`config.mk`:
```
export PLATFORM = sky130hd
export DESIGN_NAME = pulse_window_counter_flat
export DESIGN_NICKNAME = d
export VERILOG_FILES = /design/src/rtl/pulse_window_counter_if.sv /design/src/rtl/pulse_window_counter.sv /design/src/flat_wrapper.sv
export SDC_FILE = /design/constraint.sdc
export NUM_CORES = 1
export LEC_CHECK = 0
export BUFFER_PORTS_ARGS = -buffer_cell sky130_fd_sc_hd__buf_2
export CORE_UTILIZATION = 55
export DETAILED_ROUTE_END_ITERATION = 16
export PLACE_DENSITY = 0.85
export SLEW_MARGIN = 10
export SYNTH_ARGS = -nofsm -noshare
export SYNTH_HDL_FRONTEND = slang
export SYNTH_SLANG_ARGS = --single-unit
export TNS_END_PERCENT = 20
```
`constraint.sdc`:
```
create_clock -name clk -period 4 [get_ports clk]
set_input_delay 1 -clock clk [delete_from_list [all_inputs] [get_ports clk]]
set_output_delay 1 -clock clk [all_outputs]
set_load 0.01 [all_outputs]
```
`src/rtl/pulse_window_counter_if.sv`:
```
// Result port of pulse_window_counter: valid/ready handshake plus the
// per-window count, its flags and the alarm strobe.
interface pulse_window_counter_if #(
  parameter int CNT_W = 8
);
  logic             res_valid;
  logic             res_ready;
  logic [CNT_W-1:0] res_count;
  logic             res_sat;
  logic             res_overrun;
  logic             alarm;

  modport master (
    output res_valid, res_count, res_sat, res_overrun, alarm,
    input  res_ready
  );

  modport slave (
    input  res_valid, res_count, res_sat, res_overrun, alarm,
    output res_ready
  );
endinterface

```
`src/rtl/pulse_window_counter.sv`:
```
// Counts single-cycle event pulses over back-to-back programmable windows and
// presents each window's count on a valid/ready result port.
module pulse_window_counter #(
  parameter int CNT_W = 8,
  parameter int WIN_W = 16
) (
  input  logic                   clk,
  input  logic                   rst_n,
  input  logic                   en,
  input  logic                   pulse_in,
  input  logic [WIN_W-1:0]       win_len,
  input  logic [CNT_W-1:0]       threshold,
  pulse_window_counter_if.master res
);

  typedef enum logic {IDLE, COUNT} state_t;

  state_t           state, state_nxt;
  logic [WIN_W-1:0] timer, win_q, win_eff;
  logic [CNT_W-1:0] cnt, cnt_inc;
  logic             sat_q, blocked, last, load, xfer;

  // cnt_inc already includes this cycle's pulse, so it is also the value loaded
  // into the result on a window's last cycle.
  always_comb begin
    win_eff = (win_len == '0) ? WIN_W'(1) : win_len;
    blocked = pulse_in && (&cnt);
    cnt_inc = blocked ? cnt : cnt + CNT_W'(pulse_in);
    last    = (timer == win_q - WIN_W'(1));
    xfer    = res.res_valid && res.res_ready;
  end

  always_comb begin
    state_nxt = state;
    load      = 1'b0;
    case (state)
      IDLE: begin
        if (en) state_nxt = COUNT;
      end
      COUNT: begin
        if (!en)       state_nxt = IDLE;
        else if (last) load = 1'b1;
      end
      default: state_nxt = IDLE;
    endcase
  end

  always_ff @(posedge clk or negedge rst_n) begin
    if (!rst_n) state <= IDLE;
    else        state <= state_nxt;
  end

  // Window length is resampled at every window boundary so windows abut.
  always_ff @(posedge clk or negedge rst_n) begin
    if (!rst_n) begin
      timer <= '0;
      win_q <= '0;
      cnt   <= '0;
      sat_q <= 1'b0;
    end else begin
      case (state)
        IDLE: begin
          if (en) begin
            win_q <= win_eff;
            timer <= '0;
            cnt   <= '0;
            sat_q <= 1'b0;
          end
        end
        COUNT: begin
          if (!en || last) begin
            timer <= '0;
            cnt   <= '0;
            sat_q <= 1'b0;
            if (en) win_q <= win_eff;
          end else begin
            timer <= timer + WIN_W'(1);
            cnt   <= cnt_inc;
            sat_q <= sat_q | blocked;
          end
        end
        default: begin
          timer <= '0;
          cnt   <= '0;
          sat_q <= 1'b0;
        end
      endcase
    end
  end

  // A load always wins over a transfer; overrun marks a result that was never taken.
  always_ff @(posedge clk or negedge rst_n) begin
    if (!rst_n) begin
      res.res_valid   <= 1'b0;
      res.res_count   <= '0;
      res.res_sat     <= 1'b0;
      res.res_overrun <= 1'b0;
      res.alarm       <= 1'b0;
    end else begin
      res.alarm <= load && (threshold != '0) && (cnt_inc >= threshold);
      if (load) begin
        res.res_valid   <= 1'b1;
        res.res_count   <= cnt_inc;
        res.res_sat     <= sat_q | blocked;
        res.res_overrun <= res.res_valid && !res.res_ready;
      end else if (xfer) begin
        res.res_valid <= 1'b0;
      end
    end
  end

endmodule
```
`src/flat_wrapper.sv`:
```
// flat-port wrapper written by rule: the top's interface ports become plain ports
module pulse_window_counter_flat 
#(
  parameter int CNT_W = 8,
  parameter int WIN_W = 16
)
  (clk, rst_n, en, pulse_in, win_len, threshold, res_res_valid, res_res_count, res_res_sat, res_res_overrun, res_alarm, res_res_ready);
  pulse_window_counter_if #(.CNT_W(CNT_W)) res_i ();
  input  logic clk;
  input  logic rst_n;
  input  logic en;
  input  logic pulse_in;
  input  logic [WIN_W-1:0] win_len;
  input  logic [CNT_W-1:0] threshold;
  output wire logic [$bits(res_i.res_valid)-1:0] res_res_valid;
  output wire logic [$bits(res_i.res_count)-1:0] res_res_count;
  output wire logic [$bits(res_i.res_sat)-1:0] res_res_sat;
  output wire logic [$bits(res_i.res_overrun)-1:0] res_res_overrun;
  output wire logic [$bits(res_i.alarm)-1:0] res_alarm;
  input wire logic [$bits(res_i.res_ready)-1:0] res_res_ready;
  assign res_res_valid = res_i.res_valid;
  assign res_res_count = res_i.res_count;
  assign res_res_sat = res_i.res_sat;
  assign res_res_overrun = res_i.res_overrun;
  assign res_alarm = res_i.alarm;
  assign res_i.res_ready = res_res_ready;
  pulse_window_counter #(.CNT_W(CNT_W), .WIN_W(WIN_W)) u_core (.clk(clk), .rst_n(rst_n), .en(en), .pulse_in(pulse_in), .win_len(win_len), .threshold(threshold), .res(res_i));
endmodule
```
# [Word-level counts from Yosys, hierarchy flattened]
# Index checks and enable logic that the tools add are counted.
# W data, S select, Z words.
[op_classes] bitwise_logic=2 eq_ne=3 magnitude_cmp=1 n_addsub=3 mux=20 reduce_logical=12
[op_table] operator="$mux W16" n=5
[op_table] operator="$pmux W16 S2" n=2
[op_table] operator="$mux W8" n=3
[op_table] operator="$add A16 B1 Y16 const B" n=1
[op_table] operator="$eq A16 B16 Y1" n=1
[op_table] operator="$logic_not A16 Y1" n=1
[op_table] operator="$pmux W8 S2" n=1
[op_table] operator="$sub A16 B1 Y16 const B" n=1
[op_table] operator="$add A8 B1 Y8" n=1
[op_table] operator="$ge A8 B8 Y1" n=1
[op_table] operator="$mux W1" n=8
[op_table] operator="$reduce_and A8 Y1" n=1
[op_table] operator="$reduce_bool A8 Y1" n=1
[op_table] operator="$logic_and A1 B1 Y1" n=5
[op_table] operator="$ne A2 B2 Y1 const B" n=2
[op_table] operator="$logic_not A1 Y1" n=2
[op_table] operator="$pmux W1 S2" n=1
[op_table] operator="$reduce_bool A2 Y1" n=1
[op_table] operator="$logic_or A1 B1 Y1" n=1
[op_table] operator="$not A1 Y1" n=1
[op_table] operator="$or A1 B1 Y1" n=1
[totals] ff_bits=54 output_inout_bits=12

# [Logic depth before layout (Yosys ltp)]
# Gate-level depths: netlist of the first run.
[logic_depth] ltp_word=7 depth_mapped=13

# [Worst setup path after synthesis of the first run]
# OpenSTA, ideal clock, no wires.
[synth_path] path_type="register to register" from="register u_core.win_q[5]" to="register u_core.res.res_count[1]" t_arrival_ns=3.228 path_stages_with_launch=9 setup_time_ns=0.128 slack_ns=0.644 required_ns=3.872 path_cell_list="dfrtp_1 > or4_1 > or3_1 > or3_1 > a211o_1 > a2111oi_4 > nor2b_1 > buf_4 > mux2_1"
[synth_between] elab_chain_len=5
[synth_lines] element="start: declaration" line="pulse_window_counter.sv:19" text="logic [WIN_W-1:0] timer, win_q, win_eff;"
[synth_lines] element="start signal: assignment" line="pulse_window_counter.sv:64" text="win_q <= win_eff;"
[synth_lines] element="start signal: assignment" line="pulse_window_counter.sv:75" text="if (en) win_q <= win_eff;"
[synth_lines] element="$sub A16 B1 Y16" line="pulse_window_counter.sv:29" text="last = (timer == win_q - WIN_W'(1));"
[synth_lines] element="$eq A16 B16 Y1" line="pulse_window_counter.sv:29"
[synth_lines] element="$mux W1" line="pulse_window_counter.sv:42" text="else if (last) load = 1'b1;"
[synth_lines] element="$mux W1" line="pulse_window_counter.sv:41" text="if (!en) state_nxt = IDLE;"
[synth_lines] element="$mux W1" line="pulse_window_counter.sv:36" text="case (state)"
[synth_lines] element="end signal: assignment" line="pulse_window_counter.sv:103" text="res.res_count <= cnt_inc;"
[synth_lines] element="end: declaration" line="pulse_window_counter_if.sv:14" text="output res_valid, res_count, res_sat, res_overrun, alarm,"
# No other way between the ends.
# A chain may end at the register's enable or synchronous reset.

# [Worst setup path in the final report of the first run]
[layout_path] from="register u_core.win_q[5]" to="register u_core.win_q[11]"
[layout_between] elab_chain_len=4
[layout_lines] element="$sub A16 B1 Y16" line="pulse_window_counter.sv:29"
[layout_lines] element="$eq A16 B16 Y1" line="pulse_window_counter.sv:29"
[layout_lines] element="$logic_or A1 B1 Y1" line="pulse_window_counter.sv:71" text="if (!en || last) begin"
[layout_lines] element="$ne A2 B2 Y1 (no line)"
# No other way between the ends.

==> metrics.txt, run 1 <==
status finished, final reports clean; Slowest-stage cell, CP or4_1; Total GRT Usage 0.243; Post-synth EDFFs 0; I/O Pins slightly above 40; critical-path cell list or4_1 -> or3_1 -> or3_1 -> a211o_1 -> a2111oi_4 -> buf_4 -> o21ai_2 -> mux2_1; Hold WC Path Type flop to flop; Layout area overhead 12.0%; flop-to-flop setup slack around 400 ps; Clock Latency Late Sink around 310 ps; port bufs 40; TNS Setup 0 ps; Mapped Nets about 350; final hold vios 0; CTS tree built; Register-to-Register Path Depth 8; worst-path maximum fanout 16; Seq cells post-synth 54; Static Leak between 1.5 and 2 nW; Mapped Cells 310; adder-cell share of the synthesized area 0.0465; synthesized area between 3000 and 4000 um^2; maximum vdd drop between 0.2 and 0.25 mV; HPWL Detailed approximately 5000 um; simple-gate share of the synthesized area 0.170; largest net degree at the start of global routing 35; TritonRoute pass-1 iters 4; fin crit share 0.902; number of H-tree levels 2; first-pass GRT wire length 11800 um; Die X approximately 79 um; fmax approximately 0.28 GHz; Hold EP u_core.res.res_count[3]$_DFFE_PN0P_; worst-margin pin slew 1130 ps; clock skew around 8.6 ps; hold path startpoint u_core.res.res_count[3]$_DFFE_PN0P_; post-cts resize count 0; total power between 1 and 1.5 mW; xor-xnor portion of the synthesized cell area 0.0706; ANT nets after route 0; Root Driver clkbuf_8; max_slew headroom 0.242; distinct cell type count after synthesis 53; nets 394; synth warn 0; clock tree buffer depth 2; crit path launch type flop; full die area roughly 6000 um^2; Seq/Total Area, Yosys 0.419; Critical R2R Capture u_core.win_q[11]$_DFFE_PN0P_; initial drt markers 203; CTS Sinks 54; kind of end point of the critical path flop; Worst path max stage delay 610 ps; DR vias between 2000 and 3000; final setup fails 0; DRC Markers 0; Initial Util 0.579; Worst Path Required ~4200 ps; core area approximately 5600 um^2; cts bufs inserted 5; Worst-path clk slew 90 ps; Post-CTS Hold Buffers 0; Tmin final about 3600 ps; portion of netlist area occupied by mux cells 0.0934; drt via density slightly above 6; PwrDens roughly 310 nW/um^2; post-placement setup slack roughly 400 ps; DP Area 3520 um^2; initial antenna violation count 0; Die Y 78.6 um; Max-Cap Viols 0; RD Place Congestion ~0.88; largest family of logic cells by synthesized area simple AND/OR/NAND/NOR gates; Compound-Gate Fraction of Synth Area 0.170; vias in the first global route 2541; ys async rst share 1.00; Worst Setup Path Type flop to flop; RSZ-0062 raised after global routing false; routed len/inst around 16 um; share of cells above drive strength 1 0.181; Hold Crit Depth 1; Worst EP arrival roughly 3800 ps; Hold WS 489 ps; worst reg2reg path startpoint u_core.win_q[5]$_DFFE_PN0P_; n_diodes 0; DRT Wirelength between 6000 and 7000 um; Top FF cell, synth dfrtp_1; synthesized area per cell between 10 and 15 um^2; cell mode on critical path or3_1; Post-CTS Repair Setup Buffers 0; Slew Limit Fails 0; grt ovf 0; final worst setup slack a little under 400 ps; Core Rows 27; post-route design area approximately 3600 um^2
## cells in the final DEF, fill, tap and decap left out, types with 3 or more instances in the layout
| cell | n |
|---|---|
| or3_1 | 4 |
| or2_2 | 4 |
| xnor2_1 | 12 |
| buf_4 | 7 |
| mux2_2 | 3 |
| inv_1 | 14 |
| o211a_1 | 3 |
| nand2_1 | 10 |
| nand3_1 | 11 |
| or4_1 | 3 |
| xor2_1 | 14 |
| clkbuf_8 | 6 |
| a22o_1 | 21 |
| dfrtp_1 | 54 |
| ha_1 | 12 |
| and3_1 | 7 |
| a211oi_1 | 3 |
| buf_2 | 40 |
| a221o_1 | 3 |
| nand4_1 | 3 |
| nor2b_1 | 9 |
| nor2_1 | 19 |
| o21ai_0 | 3 |
| o31ai_1 | 12 |
| mux2_1 | 22 |
| nor4_1 | 10 |
| a21oi_1 | 4 |
| nor3_1 | 9 |
## where the power goes
part	switching (mW)	internal [mW]	total [mW]
registers	0.0423	0.573	0.615
logic	0.0959	0.0826	0.179
clock network	0.173	0.140	0.313
total	0.311	0.796	1.11
## cell usage after synthesis (7+ instances only)
cell type | n | area share
and3_1 | 7 | 0.014
mux2_1 | 22 | 0.077
clkbuf_1 | 8 | 0.0093
a22o_1 | 21 | 0.057
o31ai_1 | 12 | 0.028
nand3_1 | 11 | 0.017
dfrtp_1 | 54 | 0.42
nor4_1 | 10 | 0.019
nor3_1 | 9 | 0.014
inv_1 | 14 | 0.016
ha_1 | 12 | 0.047
xor2_1 | 14 | 0.038
xnor2_1 | 12 | 0.033
nor2b_1 | 9 | 0.017
nand2_1 | 10 | 0.012
nor2_1 | 19 | 0.022
## how the worst max path moves through the flow
stage | from | end | slack [ps] | depth (start not counted)
2_1_floorplan | u_core.win_q[5]$_DFFE_PN0P_ | u_core.res.res_count[1]$_DFFE_PN0P_ | 640 | 8
3_3_place_gp | u_core.win_q[5]$_DFFE_PN0P_ | u_core.win_q[8]$_DFFE_PN0P_ | 500 | 8
3_5_place_dp | u_core.win_q[5]$_DFFE_PN0P_ | u_core.win_q[11]$_DFFE_PN0P_ | 400 | 8
4_1_cts | u_core.win_q[5]$_DFFE_PN0P_ | u_core.win_q[11]$_DFFE_PN0P_ | 390 | 8
5_1_grt | u_core.win_q[5]$_DFFE_PN0P_ | u_core.win_q[11]$_DFFE_PN0P_ | 190 | 8
6_report | u_core.win_q[5]$_DFFE_PN0P_ | u_core.win_q[11]$_DFFE_PN0P_ | 390 | 8
## sequential cells by signal, indices dropped and copies added (netlist names)
signal and cells:
u_core.res.res_overrun 1, u_core.win_q 16, u_core.res.res_count 8, u_core.cnt 8, u_core.state 1, u_core.res.res_sat 1
u_core.timer 16, u_core.sat_q 1, u_core.res.alarm 1, u_core.res.res_valid 1
## kinds of logic after synthesis
kind of cell,Yosys count
buffers and inverters,25
flip-flops,54
multiplexers,27
AO/OA/AOI/OAI,66
adder cells (fa/ha/maj),12
XOR/XNOR,26
AND/OR/NAND/NOR,100
## stage by stage
step	instances	util
after floorplan	310	-
after global placement	418	0.632
after detailed placement	418	0.632
after CTS	426	0.648
after global routing	426	0.648
final	426	0.648
## area by class of cell
| cell class | instances | area (um^2) |
|---|---|---|
| clock inverters | 1 | 5.00 |
| inverters | 14 | 52.6 |
| repair buffers | 47 | 253 |
| well taps | 72 | 90.1 |
| multi-input cells | 231 | 1780 |
| fillers | 438 | 1960 |
| flip-flops and latches | 54 | 1350 |
| clock buffers | 7 | 86.3 |
## routing by layer
layer,global-route usage,routed length [um]
met1,0.340,3160
met2,0.385,3270
met3,0.0360,209
met4,0.0870,95
met5,0,0
## critical path: cells and delay by family (launching register included)
family / cells / cell delay (ps)
buffers and inverters: 1 / 250
and+or+nand+nor: 3 / 1330
AOI/OAI and AO/OA: 3 / 1080
DFF: 1 / 440
muxes: 1 / 400
(Power assumes the default switching activity.)
==> run 2: changes to the inputs <==
==> constraint.sdc (replaced) <==
create_clock -name clk -period 3.7 [get_ports clk]
set_input_delay 0.925 -clock clk [delete_from_list [all_inputs] [get_ports clk]]
set_output_delay 0.925 -clock clk [all_outputs]
set_load 0.01 [all_outputs]
==> metrics.txt, run 2 (synthesized netlist as in run 1, its figures left out) <==
Total GRT Usage 0.238 (was 0.243); Register-to-Register Path Depth 8 (unchanged); worst-margin pin slew 1070 ps (was 1130 ps); first-pass GRT wire length 11600 um (was 11800 um); TNS Setup 0 ps (unchanged); DR vias 2634 (was 2589); fin crit share 0.949 (was 0.902); max_slew headroom 0.287 (was 0.242); Worst Setup Path Type flop to flop (unchanged); final setup fails 0 (unchanged); port bufs 40 (unchanged); Initial Util 0.579 (unchanged); switching power 0.367 mW (was 0.311 mW); CTS tree built (unchanged); Root Driver clkbuf_8 (unchanged); Worst-path clk slew 110 ps (was 90 ps); HPWL Detailed 5180 um (was 5090 um); clock skew 13.8 ps (was 8.61 ps); Post-CTS Hold Buffers 0 (unchanged); TritonRoute pass-1 iters 4 (unchanged); commonest non-fill, non-tap cell in the layout dfrtp_1 (unchanged); largest net degree at the start of global routing 36 (was 35); cell mode on critical path or3_1 (unchanged); status finished, final reports clean (unchanged); Die X 78.6 um (unchanged); grt ovf 0 (unchanged); ANT nets after route 0 (unchanged); DRC Markers 0 (unchanged); full die area 6180 um^2 (unchanged); commonest cells after routing, fill and taps aside 54 x dfrtp_1, 40 x buf_2, 22 x mux2_1 (unchanged); fmax 0.285 GHz (was 0.277 GHz); final worst setup slack 190 ps (was 394 ps); Max-Cap Viols 0 (unchanged); drt via density 6.18 (was 6.08); # fillers 449 (was 438); Worst Path Required 3890 ps (was 4200 ps); Layout area overhead 12.1% (was 12.0%); Logic pwr share 0.161 (about the same); n_diodes 0 (unchanged); flop-to-flop setup slack 190 ps (was 390 ps); Slew Limit Fails 0 (unchanged); post-cts resize count 0 (unchanged); critical-path cell list or4_1 -> or3_1 -> or3_1 -> a211o_1 -> a2111oi_4 -> nor2b_1 -> buf_4 -> mux2_1 (was or4_1 -> or3_1 -> or3_1 -> a211o_1 -> a2111oi_4 -> buf_4 -> o21ai_2 -> mux2_1); final hold vios 0 (unchanged); I/O Pins 41 (unchanged); worst reg2reg path startpoint u_core.win_q[5]$_DFFE_PN0P_ (unchanged); Reg power frac 0.548 (was 0.556); clock tree buffer depth 2 (unchanged); cts bufs inserted 5 (unchanged); crit path launch type flop (unchanged); Critical R2R Capture u_core.res.res_count[3]$_DFFE_PN0P_ (was u_core.win_q[11]$_DFFE_PN0P_); Buf/Inv on CP 1 (unchanged); share of cells above drive strength 1 0.184 (was 0.181); Slowest-stage cell, CP or4_1 (unchanged); Hold EP u_core.res.res_count[2]$_DFFE_PN0P_ (was u_core.res.res_count[3]$_DFFE_PN0P_); Cells after DPL 418 (unchanged); DRT Wirelength 6840 um (was 6730 um); Core Rows 27 (unchanged); initial antenna violation count 0 (unchanged); DP Area 3520 um^2 (unchanged); Clock Latency Late Sink 320 ps (was 310 ps); initial drt markers 281 (was 203); post-route design area 3620 um^2 (was 3610 um^2); biggest registers after layout u_core.timer: 16 flops, u_core.win_q: 16 flops (unchanged); hold path startpoint u_core.res.res_count[2]$_DFFE_PN0P_ (was u_core.res.res_count[3]$_DFFE_PN0P_); Hold WS 493 ps (was 489 ps); CTS Sinks 54 (unchanged); number of H-tree levels 2 (unchanged); Pint 0.850 mW (was 0.796 mW); Worst EP arrival 3700 ps (was 3800 ps); Tmin final 3510 ps (was 3610 ps); vias in the first global route 2472 (was 2541); Hold Crit Depth 1 (unchanged); maximum vdd drop 0.209 mV (was 0.211 mV); Sw Share 0.302 (was 0.281); clock network fraction of design power 0.291 (was 0.283); Hold WC Path Type flop to flop (unchanged); Die Y 78.6 um (unchanged); final core utilization 0.649 (was 0.648); PwrDens 336 nW/um^2 (was 306 nW/um^2); delay-heaviest family, CP simple AND/OR/NAND/NOR gates (unchanged); nets 394 (unchanged); routed len/inst 16.0 um (was 15.8 um); Post-CTS Repair Setup Buffers 0 (unchanged); kind of end point of the critical path flop (unchanged); Static Leak 1.79 nW (about the same); RSZ-0062 raised after global routing false (unchanged); worst-path maximum fanout 11 (was 16); RD Place Congestion 0.887 (was 0.879); Worst path max stage delay 610 ps (about the same); post-placement setup slack 240 ps (was 399 ps); total power 1.22 mW (was 1.11 mW); core area 5570 um^2 (unchanged); fin cells 426 (unchanged)
-- run 2: changes by cell type in the layout (fill, tap and decap cells not counted), sizes merged --
cell	previous run	this run
inv	14	16
clkbuf	7	5
-- run 2: worst reg2reg max path, delay by kind of cell, from the launching register on --
kind	cells	cell delay (ps)
muxes	1	360
DFF	1	450
buffers and inverters	1	220
and+or+nand+nor	4	1520
AOI/OAI and AO/OA	2	830
-- run 2: worst max-delay path by stage --
| stage | from | end | cells after the start |
|---|---|---|---|
| CTS | u_core.win_q[0]$_DFFE_PN0P_ | u_core.res.res_count[3]$_DFFE_PN0P_ | 10 |
| floorplan | u_core.win_q[5]$_DFFE_PN0P_ | u_core.res.res_count[1]$_DFFE_PN0P_ | 8 |
| finish | u_core.win_q[5]$_DFFE_PN0P_ | u_core.res.res_count[3]$_DFFE_PN0P_ | 8 |
| global placement | u_core.win_q[5]$_DFFE_PN0P_ | u_core.res.res_count[1]$_DFFE_PN0P_ | 8 |
| detailed placement | u_core.win_q[0]$_DFFE_PN0P_ | u_core.res.res_count[3]$_DFFE_PN0P_ | 10 |
| global route | u_core.win_q[0]$_DFFE_PN0P_ | u_core.res.res_count[6]$_DFFE_PN0P_ | 10 |
-- run 2: routing by layer --
metal	vias to the layer above	track usage	wire (um)
li1	1248	-	-
met1	1307	0.341	3190
met2	68	0.376	3240
met3	11	0.0314	291
met4	0	0.0704	113
met5	-	0	0
-- run 2: power by group through the flow --
stage               clock, mW  combinational [mW]  sequential [mW]
floorplan                   0               0.137            0.661
global placement            0               0.184            0.675
detailed placement          0               0.194            0.677
CTS                     0.354               0.196            0.665
global route            0.373               0.220            0.671
finish                  0.354               0.196            0.667
-- run 2: cell type report --
type	instances	area [um^2]	share of cell area
multi-input combinational	231	1780	0.491
sequential	54	1350	0.373
timing repair buffer	47	253	0.0698
tap	72	90.1	0.0249
clock buffer	5	68.8	0.0190
inverter	14	52.6	0.0145
clock inverter	3	26.3	0.00726
==> run 3: changes to the inputs <==
--- a/config.mk
+++ b/config.mk
@@ -6,6 +6,7 @@
 export NUM_CORES = 1
 export LEC_CHECK = 0
 export BUFFER_PORTS_ARGS = -buffer_cell sky130_fd_sc_hd__buf_2
+export CORE_ASPECT_RATIO = 0.8
 export CORE_UTILIZATION = 55
 export DETAILED_ROUTE_END_ITERATION = 16
 export PLACE_DENSITY = 0.85
==> metrics.txt, run 3 (synthesized netlist as in run 1, its figures left out) <==
status finished, final reports clean (unchanged); max_slew headroom 0.278 (was 0.287); vias in the first global route 2710 (was 2472); DRT Wirelength 7610 um (was 6840 um); Worst Path Required 3890 ps (about the same); RSZ-0062 raised after global routing false (unchanged); Worst-path clk slew 100 ps (was 110 ps); Hold WC Path Type flop to flop (unchanged); PwrDens 348 nW/um^2 (was 336 nW/um^2); TritonRoute pass-1 iters 5 (was 4); critical-path cell list or4_1 -> or3_1 -> or3_1 -> a211o_1 -> a2111oi_4 -> nor2b_1 -> buf_4 -> mux2_1 (unchanged); crit path launch type flop (unchanged); final setup fails 0 (unchanged); clock tree buffer depth 2 (unchanged); post-cts resize count 0 (unchanged); port bufs 40 (unchanged); flop-to-flop setup slack 180 ps (was 190 ps); fmax 0.284 GHz (was 0.285 GHz); worst-margin pin slew 1080 ps (was 1070 ps); Slew Limit Fails 0 (unchanged); commonest cells after routing, fill and taps aside 54 x dfrtp_1, 40 x buf_2, 22 x mux2_1 (unchanged); maximum vdd drop 0.168 mV (was 0.209 mV); Static Leak 1.79 nW (about the same); final hold vios 0 (unchanged); largest net degree at the start of global routing 32 (was 36); Post-CTS Hold Buffers 0 (unchanged); Root Driver clkbuf_8 (unchanged); Die X 87.6 um (was 78.6 um); commonest non-fill, non-tap cell in the layout dfrtp_1 (unchanged); HPWL Detailed 5590 um (was 5180 um); storage element area 1350 um^2 (unchanged); full die area 6180 um^2 (about the same); core area 5560 um^2 (was 5570 um^2); fin crit share 0.952 (was 0.949); biggest registers after layout u_core.timer: 16 flops, u_core.win_q: 16 flops (unchanged); drt via density 6.23 (was 6.18); # fillers 436 (was 449); RD Place Congestion 0.887 (about the same); Multi-input gate area 1780 um^2 (unchanged); TNS Setup 0 ps (unchanged); CTS Sinks 54 (unchanged); n_diodes 0 (unchanged); DR vias 2686 (was 2634); Critical Path Sink u_core.res.res_count[7]$_DFFE_PN0P_ (was u_core.res.res_count[3]$_DFFE_PN0P_); Initial Util 0.581 (was 0.579); Worst Setup Path Type flop to flop (unchanged); first-pass GRT wire length 12900 um (was 11600 um); Critical R2R Capture u_core.res.res_count[7]$_DFFE_PN0P_ (was u_core.res.res_count[3]$_DFFE_PN0P_); Post-CTS Repair Setup Buffers 0 (unchanged); cts bufs inserted 5 (unchanged); number of H-tree levels 2 (unchanged); CTS tree built (unchanged); Worst Setup SP u_core.win_q[5]$_DFFE_PN0P_ (unchanged); initial antenna violation count 0 (unchanged); cell mode on critical path or3_1 (unchanged); Worst path max stage delay 610 ps (about the same); Clock Latency Late Sink 310 ps (was 320 ps); Core Rows 24 (was 27); worst reg2reg path startpoint u_core.win_q[5]$_DFFE_PN0P_ (unchanged); ANT nets after route 0 (unchanged); kind of end point of the critical path flop (unchanged); share of cells above drive strength 1 0.178 (was 0.184); nets 393 (was 394); Max-Cap Viols 0 (unchanged); routed len/inst 17.7 um (was 16.0 um); total power 1.26 mW (was 1.22 mW); clock skew 11.6 ps (was 13.8 ps); worst-path maximum fanout 11 (unchanged); Total GRT Usage 0.267 (was 0.238); Slowest-stage cell, CP or4_1 (unchanged); DRC Markers 0 (unchanged); I/O Pins 41 (unchanged); grt ovf 0 (unchanged); Register-to-Register Path Depth 8 (unchanged); Hold WS 493 ps (about the same); Die Y 70.5 um (was 78.6 um); Worst EP arrival 3710 ps (was 3700 ps); initial drt markers 244 (was 281); Layout area overhead 12.6% (was 12.1%); Tmin final 3520 ps (was 3510 ps)
[run 3: changes by cell type in the layout (fill, tap and decap cells not counted), sizes merged]
cell,before,now
buf,47,46
bufinv,0,1
clkbuf,5,6
clkinv,1,0
clkinvlp,0,1
inv,16,14
[run 3: layer usage]
layer | track usage | up-vias | wire [um]
met3 | 0.0544 | 20 | 466
li1 | - | 1248 | -
met1 | 0.384 | 1310 | 3420
met5 | 0 | - | 0
met2 | 0.409 | 108 | 3550
met4 | 0.0820 | 0 | 176
[run 3: how the worst min path moves through the flow]
stage / from / to / cells after the start / slack, ps
after floorplan: u_core.sat_q$_DFFE_PN0P_ / u_core.sat_q$_DFFE_PN0P_ / 1 / 460
after global placement: u_core.res.res_count[4]$_DFFE_PN0P_ / u_core.res.res_count[4]$_DFFE_PN0P_ / 1 / 460
after detailed placement: u_core.res.res_count[4]$_DFFE_PN0P_ / u_core.res.res_count[4]$_DFFE_PN0P_ / 1 / 470
after CTS: u_core.res.res_count[4]$_DFFE_PN0P_ / u_core.res.res_count[4]$_DFFE_PN0P_ / 1 / 500
after global routing: u_core.res.res_count[6]$_DFFE_PN0P_ / u_core.res.res_count[6]$_DFFE_PN0P_ / 1 / 510
final: u_core.res.res_count[4]$_DFFE_PN0P_ / u_core.res.res_count[4]$_DFFE_PN0P_ / 1 / 490
[run 3: power by group]
group          switching [mW]  internal [mW]  total [mW]
registers              0.0474          0.620       0.667
logic                   0.111         0.0892       0.200
clock network           0.195          0.202       0.397
[run 3: layout make-up]
cell class                 instances  area share
tap                               78      0.0269
clock buffer                       6      0.0200
timing repair buffer              46      0.0675
multi-input combinational        231       0.489
sequential                        54       0.372
inverter                          14      0.0145
clock inverter                     2      0.0103
[run 3: per-stage QoR]
stage                     utilization  worst slack, ps  instance area (um^2)  std cells
final                           0.654              176                  3630        431
after global routing            0.654             26.1                  3630        431
after CTS                       0.654              193                  3630        431
after detailed placement        0.634              204                  3520        423
after global placement          0.634              313                  3520        423
after floorplan                     -              344                  3230        310
[run 3: critical path: cells and delay by family (launching register included)]
kind                   cells  cell delay [ps]
AO/OA/AOI/OAI              2              870
flip-flops                 1              450
buffers and inverters      1              230
multiplexers               1              340
AND/OR/NAND/NOR            4             1500
